==> src/rtl/pixart_i2c_target_if.sv <==
// Bus-side bundle for the Pixart camera emulator: open-drain SDA pins,
// the blob position feeding the report window, and the register-write tap.
interface pixart_i2c_target_if;
   logic       scl_in;
   logic       sda_in;
   logic       sda_out;
   logic       sda_dir;
   logic [9:0] blob_x;
   logic [9:0] blob_y;
   logic [3:0] blob_size;
   logic       blob_valid;
   logic       wr_strobe;
   logic [7:0] wr_addr;
   logic [7:0] wr_data;
   logic       busy;

   modport slave (
      input  scl_in, sda_in, blob_x, blob_y, blob_size, blob_valid,
      output sda_out, sda_dir, wr_strobe, wr_addr, wr_data, busy
   );

   modport master (
      output scl_in, sda_in, blob_x, blob_y, blob_size, blob_valid,
      input  sda_out, sda_dir, wr_strobe, wr_addr, wr_data, busy
   );
endinterface

==> src/rtl/pixart_i2c_target.sv <==
// Oversampling I2C target emulating the Pixart IR camera: 64-byte config
// register file plus a 16-byte blob report window snapshotted per read.
module pixart_i2c_target #(
   parameter logic [6:0] ADDR        = 7'h58,
   parameter logic [7:0] REPORT_BASE = 8'h36
) (
   input logic clk,
   input logic reset,
   pixart_i2c_target_if.slave bus
);

   typedef enum logic [3:0] {
      S_IDLE, S_ADDR, S_ADDR_ACK, S_REG, S_REG_ACK,
      S_WDATA, S_WDATA_ACK, S_RDATA, S_RACK, S_IGNORE
   } state_t;

   logic scl_s1_q, scl_s2_q, scl_h_q;
   logic sda_s1_q, sda_s2_q, sda_h_q;

   state_t      state_q, state_d;
   logic [3:0]  bit_q, bit_d;
   logic [7:0]  shr_q, shr_d;
   logic [7:0]  ptr_q, ptr_d;
   logic        rw_q, rw_d;
   logic [23:0] snap_q, snap_d;
   logic [7:0]  regfile_q [64];
   logic [7:0]  regfile_d [64];
   logic        sda_dir_q, sda_dir_d;
   logic        busy_q, busy_d;
   logic        wr_strobe_q, wr_strobe_d;
   logic [7:0]  wr_addr_q, wr_addr_d;
   logic [7:0]  wr_data_q, wr_data_d;

   logic        scl_rise, scl_fall, start, stop;
   logic [7:0]  rd_off, rd_byte;
   logic [23:0] snap_src;

   assign scl_rise = scl_s2_q & ~scl_h_q;
   assign scl_fall = ~scl_s2_q & scl_h_q;
   assign start    = scl_s2_q & scl_h_q & sda_h_q & ~sda_s2_q;
   assign stop     = scl_s2_q & scl_h_q & ~sda_h_q & sda_s2_q;

   assign snap_src = bus.blob_valid
      ? {bus.blob_y[9:8], bus.blob_x[9:8], bus.blob_size,
         bus.blob_y[7:0], bus.blob_x[7:0]}
      : 24'hFF_FFFF;

   // Offset wraps below REPORT_BASE, so one compare selects the window.
   always_comb begin
      rd_off  = ptr_q - REPORT_BASE;
      rd_byte = 8'h00;
      if (rd_off < 8'd16) begin
         case (rd_off[3:0])
            4'd0:    rd_byte = 8'h00;
            4'd1:    rd_byte = snap_q[7:0];
            4'd2:    rd_byte = snap_q[15:8];
            4'd3:    rd_byte = snap_q[23:16];
            default: rd_byte = 8'hFF;
         endcase
      end else if (ptr_q < 8'h40) begin
         rd_byte = regfile_q[ptr_q[5:0]];
      end
   end

   always_comb begin
      state_d     = state_q;
      bit_d       = bit_q;
      shr_d       = shr_q;
      ptr_d       = ptr_q;
      rw_d        = rw_q;
      snap_d      = snap_q;
      regfile_d   = regfile_q;
      sda_dir_d   = sda_dir_q;
      busy_d      = busy_q;
      wr_strobe_d = 1'b0;
      wr_addr_d   = wr_addr_q;
      wr_data_d   = wr_data_q;

      if (start) begin
         state_d   = S_ADDR;
         bit_d     = 4'd0;
         sda_dir_d = 1'b0;
      end else if (stop) begin
         state_d   = S_IDLE;
         sda_dir_d = 1'b0;
         busy_d    = 1'b0;
      end else begin
         case (state_q)
            S_ADDR, S_REG, S_WDATA: begin
               if (scl_rise) begin
                  shr_d = {shr_q[6:0], sda_s2_q};
                  bit_d = bit_q + 4'd1;
               end else if (scl_fall && bit_q == 4'd8) begin
                  bit_d     = 4'd0;
                  sda_dir_d = 1'b1;
                  if (state_q == S_REG) begin
                     ptr_d   = shr_q;
                     state_d = S_REG_ACK;
                  end else if (state_q == S_WDATA) begin
                     if (ptr_q < 8'h40)
                        regfile_d[ptr_q[5:0]] = shr_q;
                     wr_strobe_d = 1'b1;
                     wr_addr_d   = ptr_q;
                     wr_data_d   = shr_q;
                     ptr_d       = ptr_q + 8'd1;
                     state_d     = S_WDATA_ACK;
                  end else if (shr_q[7:1] == ADDR) begin
                     busy_d  = 1'b1;
                     rw_d    = shr_q[0];
                     snap_d  = snap_src;
                     state_d = S_ADDR_ACK;
                  end else begin
                     sda_dir_d = 1'b0;
                     state_d   = S_IGNORE;
                  end
               end
            end
            S_ADDR_ACK, S_REG_ACK, S_WDATA_ACK: begin
               if (scl_fall) begin
                  bit_d     = 4'd0;
                  sda_dir_d = 1'b0;
                  if (state_q != S_ADDR_ACK) begin
                     state_d = S_WDATA;
                  end else if (rw_q) begin
                     sda_dir_d = ~rd_byte[7];
                     bit_d     = 4'd1;
                     state_d   = S_RDATA;
                  end else begin
                     state_d = S_REG;
                  end
               end
            end
            S_RDATA: begin
               if (scl_fall) begin
                  if (bit_q == 4'd8) begin
                     sda_dir_d = 1'b0;
                     state_d   = S_RACK;
                  end else begin
                     sda_dir_d = ~rd_byte[~bit_q[2:0]];
                     bit_d     = bit_q + 4'd1;
                  end
               end
            end
            S_RACK: begin
               if (scl_rise) begin
                  if (!sda_s2_q) begin
                     ptr_d   = ptr_q + 8'd1;
                     bit_d   = 4'd0;
                     state_d = S_RDATA;
                  end else begin
                     state_d = S_IGNORE;
                  end
               end
            end
            default: ;
         endcase
      end
   end

   always_ff @(posedge clk) begin
      if (reset) begin
         scl_s1_q    <= 1'b1;
         scl_s2_q    <= 1'b1;
         scl_h_q     <= 1'b1;
         sda_s1_q    <= 1'b1;
         sda_s2_q    <= 1'b1;
         sda_h_q     <= 1'b1;
         state_q     <= S_IDLE;
         bit_q       <= 4'd0;
         shr_q       <= 8'h00;
         ptr_q       <= 8'h00;
         rw_q        <= 1'b0;
         snap_q      <= 24'h0;
         for (int i = 0; i < 64; i++)
            regfile_q[i] <= 8'h00;
         sda_dir_q   <= 1'b0;
         busy_q      <= 1'b0;
         wr_strobe_q <= 1'b0;
         wr_addr_q   <= 8'h00;
         wr_data_q   <= 8'h00;
      end else begin
         scl_s1_q    <= bus.scl_in;
         scl_s2_q    <= scl_s1_q;
         scl_h_q     <= scl_s2_q;
         sda_s1_q    <= bus.sda_in;
         sda_s2_q    <= sda_s1_q;
         sda_h_q     <= sda_s2_q;
         state_q     <= state_d;
         bit_q       <= bit_d;
         shr_q       <= shr_d;
         ptr_q       <= ptr_d;
         rw_q        <= rw_d;
         snap_q      <= snap_d;
         regfile_q   <= regfile_d;
         sda_dir_q   <= sda_dir_d;
         busy_q      <= busy_d;
         wr_strobe_q <= wr_strobe_d;
         wr_addr_q   <= wr_addr_d;
         wr_data_q   <= wr_data_d;
      end
   end

   assign bus.sda_out   = 1'b0;
   assign bus.sda_dir   = sda_dir_q;
   assign bus.busy      = busy_q;
   assign bus.wr_strobe = wr_strobe_q;
   assign bus.wr_addr   = wr_addr_q;
   assign bus.wr_data   = wr_data_q;

endmodule

==> src/flat_wrapper.sv <==
// flat-port wrapper written by rule: the top's interface ports become plain ports
module pixart_i2c_target_flat 
#(
   parameter logic [6:0] ADDR        = 7'h58,
   parameter logic [7:0] REPORT_BASE = 8'h36
)
  (clk, reset, bus_scl_in, bus_sda_in, bus_blob_x, bus_blob_y, bus_blob_size, bus_blob_valid, bus_sda_out, bus_sda_dir, bus_wr_strobe, bus_wr_addr, bus_wr_data, bus_busy);
  pixart_i2c_target_if bus_i ();
  input logic clk;
  input logic reset;
  input wire logic [$bits(bus_i.scl_in)-1:0] bus_scl_in;
  input wire logic [$bits(bus_i.sda_in)-1:0] bus_sda_in;
  input wire logic [$bits(bus_i.blob_x)-1:0] bus_blob_x;
  input wire logic [$bits(bus_i.blob_y)-1:0] bus_blob_y;
  input wire logic [$bits(bus_i.blob_size)-1:0] bus_blob_size;
  input wire logic [$bits(bus_i.blob_valid)-1:0] bus_blob_valid;
  output wire logic [$bits(bus_i.sda_out)-1:0] bus_sda_out;
  output wire logic [$bits(bus_i.sda_dir)-1:0] bus_sda_dir;
  output wire logic [$bits(bus_i.wr_strobe)-1:0] bus_wr_strobe;
  output wire logic [$bits(bus_i.wr_addr)-1:0] bus_wr_addr;
  output wire logic [$bits(bus_i.wr_data)-1:0] bus_wr_data;
  output wire logic [$bits(bus_i.busy)-1:0] bus_busy;
  assign bus_i.scl_in = bus_scl_in;
  assign bus_i.sda_in = bus_sda_in;
  assign bus_i.blob_x = bus_blob_x;
  assign bus_i.blob_y = bus_blob_y;
  assign bus_i.blob_size = bus_blob_size;
  assign bus_i.blob_valid = bus_blob_valid;
  assign bus_sda_out = bus_i.sda_out;
  assign bus_sda_dir = bus_i.sda_dir;
  assign bus_wr_strobe = bus_i.wr_strobe;
  assign bus_wr_addr = bus_i.wr_addr;
  assign bus_wr_data = bus_i.wr_data;
  assign bus_busy = bus_i.busy;
  pixart_i2c_target #(.ADDR(ADDR), .REPORT_BASE(REPORT_BASE)) u_core (.clk(clk), .reset(reset), .bus(bus_i));
endmodule
==> config.mk <==
export PLATFORM = sky130hd
export DESIGN_NAME = pixart_i2c_target_flat
export DESIGN_NICKNAME = d
export VERILOG_FILES = /design/src/rtl/pixart_i2c_target_if.sv /design/src/rtl/pixart_i2c_target.sv /design/src/flat_wrapper.sv
export SDC_FILE = /design/constraint.sdc
export NUM_CORES = 2
export LEC_CHECK = 0
export ABC_CLOCK_PERIOD_IN_PS = 4300
export BUFFER_PORTS_ARGS = -buffer_cell sky130_fd_sc_hd__clkbuf_2
export CORE_ASPECT_RATIO = 1.75
export CORE_MARGIN = 5
export CORE_UTILIZATION = 45
export DETAILED_ROUTE_END_ITERATION = 8
export PLACE_DENSITY = 0.62
export SYNTH_ARGS = -nofsm -noshare
export SYNTH_HDL_FRONTEND = slang
export SYNTH_SLANG_ARGS = --single-unit
==> constraint.sdc <==
create_clock -name clk -period 4.3 [get_ports clk]
set_input_delay 0.645 -clock clk [delete_from_list [all_inputs] [get_ports clk]]
set_output_delay 0.645 -clock clk [all_outputs]
set_load 0.05 [all_outputs]
---- Yosys cells after proc, flatten, opt, wreduce, memory -nomap -nowiden ----
Cells that the tools add are included.
W data, S select, Z words.
cells by class
  muxes and demuxes ....................... 63
  bitwise operators ....................... 22
  equal/unequal tests ..................... 33
  $add $sub $neg .......................... 3
  reductions and logical operators ........ 25
  $lt $le $gt $ge ......................... 5
operator list
  cell                   count
  $bwmux W512            1
  $mux W8                11
  $mux W4                19
  $bmux W8 S6            1
  $demux W8 S6           1
  $pmux W4 S4            2
  $pmux W8 S4            1
  $reduce_and A8 Y1      4
  $reduce_and A7 Y1      4
  $mux W24               1
  $mux W1                22
  $ne A4 B1 Y1 const B   5
  $eq A4 B2 Y1 const B   4
  $eq A4 B3 Y1 const B   4
  $pmux W8 S2            1
  $ne A2 B1 Y1 const B   7
  $not A1 Y1             13
  $reduce_or A3 Y1       3
  $add A8 B1 Y8 const B  1
  $eq A4 B1 Y1 const B   2
  $eq A4 B4 Y1 const B   2
  $lt A8 B5 Y1 const B   1
  $lt A8 B7 Y1 const B   1
  $ne A2 B2 Y1 const B   4
  other kinds (25)       36
word-level totals
  input port bits ......................... 29
  output and inout bits ................... 20
  logic and storage cells ................. 233
  register bits after elaboration ......... 586

---- Depth between registers and ports, before layout ----
  depth in word-level cells ............... 12
  gate-level depth with buffers ........... 15
  gate-level depth less buffers ........... 10

---- Worst setup path before layout ----
OpenSTA, ideal clock, no wires.
  path kind ............................... register -> register
  start point ............................. reg u_core.ptr_q[1]
  end point ............................... reg u_core.sda_dir_q, in the netlist u_core.bus.sda_dir
  slack ................................... 0.858 ns
  buffers on the path ..................... 5
  arrival ................................. 3.368 ns
  setup time .............................. 0.074 ns
  required time ........................... 4.226 ns
  cell stages (with the launch flop) ...... 15
  period minus slack after synthesis ...... 3.442 ns
  cell sequence ........................... dfxtp_1 > buf_6 > buf_6 > buf_2 > buf_2 > inv_2 > ha_1 > clkbuf_1 > a222oi_1 > nand2_1 > a32oi_1 > a21oi_1 > or3b_2 > or4b_1 > o211ai_2
on the way
  longest elaborated chain between the ends .. 12
  elaborated cells on any way between the ends .. 24
  those cells by class .................... add/sub: 1; order compare: 2; eq/ne: 3; mux: 14; bitwise: 3; reduce/logical: 1
ends and longest elaborated chain
  element                                                                line                      text
  start: declaration                                                     pixart_i2c_target.sv:23   logic [7:0] ptr_q, ptr_d;
  start signal: assignment                                               pixart_i2c_target.sv:191  ptr_q <= ptr_d;
  parallel branches: the longest is 5 deep, another holds $sub A8 B6 Y8  n/a
  $mux W8 *                                                              pixart_i2c_target.sv:52   if (rd_off < 8'd16) begin
  $bmux W1 S3                                                            pixart_i2c_target.sv:139  sda_dir_d = ~rd_byte[~bit_q[2:0]];
  $mux W1 (not written as such)                                          pixart_i2c_target.sv:139
  $not A1 Y1                                                             pixart_i2c_target.sv:139
  $mux W1                                                                pixart_i2c_target.sv:135  if (bit_q == 4'd8) begin
  $mux W1                                                                pixart_i2c_target.sv:134  if (scl_fall) begin
  $pmux W1 S3 *                                                          pixart_i2c_target.sv:88   case (state_q)
  end signal: assignment                                                 pixart_i2c_target.sv:195  sda_dir_q <= sda_dir_d;
  end: declaration                                                       pixart_i2c_target.sv:28   logic sda_dir_q, sda_dir_d;
Every way passes the cells marked *. The select of a mux whose other input is x is not followed.
A chain may end at the register's enable or synchronous reset.

---- Worst setup path in the final report ----
  start point ............................. reg u_core.bit_q[0]
  end point ............................... reg u_core.regfile_q[432] (netlist bit)
on the way
  longest elaborated chain between the ends .. 3
ends and longest elaborated chain
  element                             line                      text
  start: declaration                  pixart_i2c_target.sv:21   logic [3:0] bit_q, bit_d;
  start signal: assignment            pixart_i2c_target.sv:189  bit_q <= bit_d;
  $eq A4 B4 Y1                        pixart_i2c_target.sv:93   end else if (scl_fall && bit_q == 4'd8) begin
  $logic_and A1 B1 Y1                 pixart_i2c_target.sv:93
  $reduce_and A8 Y1 (no source line)  n/a
  end signal: assignment              pixart_i2c_target.sv:194  regfile_q <= regfile_d;
  end: declaration                    pixart_i2c_target.sv:26   logic [7:0] regfile_q [64];
Every way passes these cells.

==> reports/qor.yml <==
clocking:
  clk_path_buf_depth: 3
  htreeDepth: 2
  clk_pin_slew_ns: 0.07
  root_buffer: "clkbuf_16"
  cts_resized: 0
  cts_setup_buffers: 0
  cts_buffers: 53
  cts.sinks: 586
  clk_latency_ns: 0.62
  hold_buffers: 0
  tritoncts: "yes"
routing:
  drc_errors: 0
  route.vias.total: 23281
  viasPerCell: 5.976
  ant_nets: 0
  firstDrtPassIters: 6
  wirelength_um: 89450
  drt_iter0_drc: 2302
  wl_per_cell_um: 22.96
floorplan:
  rows: 117
  dieArea_sq_um: 63500
  io_pins: 49
  die_x_um: 192.6
  core_area_sq_um: 57970
  initial_core_util: 0.4531
  dieHeight_um: 329.6
logic_synthesis:
  synth_area_leaders: "dfxtp_1 (45%), nand2_1 (13%), a21oi_1 (10%)"
  async_reset_ff_frac: 0
  synth_ff_type: "dfxtp_1"
  avgSynthCellArea_sq_um: 8.302
  ys_ff_latch: 586
  synthCells: 3164
  synth_fp_nets: 3203
  synth.top_cell.area_share: 0.4466
  synth_top_area_cell: "dfxtp_1"
  synth-edff-count: 0
  seq_area_frac_synth: 0.4466
  syn_area_sq_um: 26270
  ys_warn_count: 0
  synth_cell_types: 69
critical_path:
  crit_chain: "clkinv_1 > ha_1 > nand3b_1 > nor3_2 > and2_1 > and3_1 > nand2_1 > nor2_1 > nand2_1 > a21oi_1"
  rr_endpoint: "u_core.regfile_q[432]"
  critPathKind: "reg -> reg"
  worst_ep_required_time_ns: 4.84
  cp_data_arrival_time_ns: 4.04
  cp_slowest_stage_delay_ns: 0.66
  path_max_fanout: 10
  crit_top_cell: "nand2_1"
  reg2reg_from: "u_core.bit_q[0]"
  cp-start-kind: "flip-flop"
  reg2reg_depth: 10
  crit_slowest_cell: "nor2_1"
  r2r_slack_ns: 0.80
  crit_path_end_kind: "flip-flop"
timing:
  hold_viol_final: 0
  tns_ns: 0
  setup_violations: 0
  fin_hold_ws_ns: 0.2403
  fmax_mhz: 285.8
  fin_crit_sh: 0.8136
  slew_violations: 0
  worst_pin_slew_ns: 1.274
  rsz0062_at_grt: "false"
  slew-limit-headroom: 0.1509
  fin_skew_ns: 0.02721
  fin_crit_ns: 3.498
min_path:
  min_to: "u_core.sda_s1_q"
  min_path_cells: 2
  hold_path.class: "in -> reg"
  min_from: "bus_sda_in"
place:
  gp_congestion: 0.9807
  dp_cells: 3800
  placed_area_sq_um: 27120
  dpl.hpwl_um: 57960
  port_buffers: 47
global_route:
  grt_pass1_wl_um: 135000
  busiest_layer: "met2"
  met3_usage: 0.03880
  grt_max_degree: 232
  antenna_found_initial: 0
  grt_use_total: 0.2738
  overflow: 0
  met1_usage: 0.2937
  grt_util_met2: 0.4784
  grt_pass1_vias: 22832
pwr:
  ir_drop_uv: 254.0
  p_per_area_nw_per_um2: 377.2
  p_total_uw: 10910
  leakagePower_uw: 0.009448
run_status:
  outcome: "completed"
layout:
  antennaDiodeCount: 0
  area_delta_synth_final_pct: 10.09
  layoutNonFillerInstCount: 3896
  final_cell_area_sq_um: 28920
  layout-drive-gt1-share: 0.1217
  final_nets: 3121
flow_run:
  cap_violations: 0
power breakdown:
| group | leakage (uW) | switching (uW) | total, uW | internal [uW] |
|---|---|---|---|---|
| clock network | 0.000878 | 2140 | 4950 | 2810 |
| logic | 0.00385 | 315 | 457 | 143 |
| registers | 0.00472 | 52.8 | 5500 | 5450 |
| total | 0.00945 | 2510 | 10900 | 8400 |
cell type report:
class | count | area [sq um]
clock buffers | 80 | 1602
fillers | 5497 | 29050
multi-input cells | 2267 | 13250
repair buffers | 137 | 1021
inverters | 37 | 138.9
well taps | 773 | 967.2
clock inverters | 16 | 195.2
flip-flops and latches | 586 | 11750
worst max-delay path: cells and delay by family (launching register included):
family | cells | cell delay (ns)
AO/OA/AOI/OAI | 1 | 0.21
adder cells (fa/ha/maj) | 1 | 0.19
buffers and inverters | 1 | 0.24
flip-flops | 1 | 0.40
AND/OR/NAND/NOR | 7 | 2.38
metrics by stage:
stage	setup slack, ns	util
floorplan	0.8580	-
global placement	0.9696	0.4679
detailed placement	0.8804	0.4679
CTS	0.8498	0.4989
global route	0.5684	0.4989
finish	0.8016	0.4989
flip-flops by register name (all words and copies together) (netlist names):
register,cells
u_core.scl_h_q,1
u_core.rw_q,1
u_core.scl_s2_q,1
u_core.ptr_q,8
u_core.bus.wr_strobe,1
u_core.shr_q,8
u_core.regfile_q,512
u_core.sda_s1_q,1
u_core.scl_s1_q,1
u_core.bit_q,4
u_core.sda_s2_q,1
u_core.bus.wr_data,8
u_core.bus.sda_dir,1
u_core.sda_h_q,1
u_core.state_q,4
u_core.bus.busy,1
u_core.snap_q,24
u_core.bus.wr_addr,8
worst max-delay path by stage:
stage | slack (ns) | startpoint | cells past startpoint | endpoint
2_1_floorplan | 0.86 | u_core.ptr_q[1] | 14 | u_core.bus.sda_dir
3_3_place_gp | 0.97 | u_core.bit_q[0] | 10 | u_core.regfile_q[210]
3_5_place_dp | 0.88 | u_core.bit_q[0] | 10 | u_core.regfile_q[208]
4_1_cts | 0.85 | u_core.bit_q[0] | 10 | u_core.regfile_q[208]
5_1_grt | 0.57 | u_core.bit_q[1] | 10 | u_core.regfile_q[210]
6_report | 0.80 | u_core.bit_q[0] | 10 | u_core.regfile_q[432]
kinds of logic (layout without fill, tap and decap cells):
group                      count (synthesis)  after routing  synth area share
AOI/OAI and AO/OA                        686            686            0.1454
xor gates and xnor gates                   3              3          0.001000
adders and majority gates                 10             10          0.004763
buffers and inverters                    311            270           0.04987
DFF                                      586            586            0.4466
muxes                                    212            212            0.1375
other                                      1              1         0.0001428
and+or+nand+nor                         1355           1355            0.2147
per-layer routing:
metal  vias to the layer above  wire length [um]  part of all wire
li1                      10751                 -                 -
met1                     11260             30880              0.35
met2                       969             44900              0.50
met3                       301              5628             0.063
met4                         0              8044             0.090
met5                         -                 0                 0
cells in the final DEF (no fill, tap or decap), types with 13 or more instances in the layout:
master     netlist  routed
clkbuf_16        0      56
nand3_1        249     249
clkbuf_1       217      13
mux2i_1         92      92
a311oi_1        29      29
and3_1          13      13
clkbuf_2         0      46
nand2_1        894     894
nor2_1         127     124
dfxtp_1        586     575
buf_4            9      82
a21oi_1        540     540
inv_1           33      33
o21ai_0         31      31
mux4_2         119     119
cell usage after synthesis (7+ instances only):
| master | n |
|---|---|
| a311oi_1 | 29 |
| buf_6 | 10 |
| inv_1 | 33 |
| o21ai_0 | 31 |
| nor3_1 | 10 |
| buf_4 | 9 |
| o22ai_1 | 11 |
| buf_2 | 27 |
| a21oi_1 | 540 |
| a22oi_1 | 9 |
| dfxtp_1 | 586 |
| nor2_1 | 127 |
| nor2b_1 | 10 |
| or2_2 | 7 |
| and2_1 | 14 |
| buf_1 | 11 |
| ha_1 | 10 |
| and3_1 | 13 |
| clkbuf_1 | 217 |
| nand3_1 | 249 |
| mux4_2 | 119 |
| nand2_1 | 894 |
| mux2i_1 | 92 |
| a221oi_1 | 11 |
| a211oi_1 | 7 |
(Power assumes the default switching activity.)
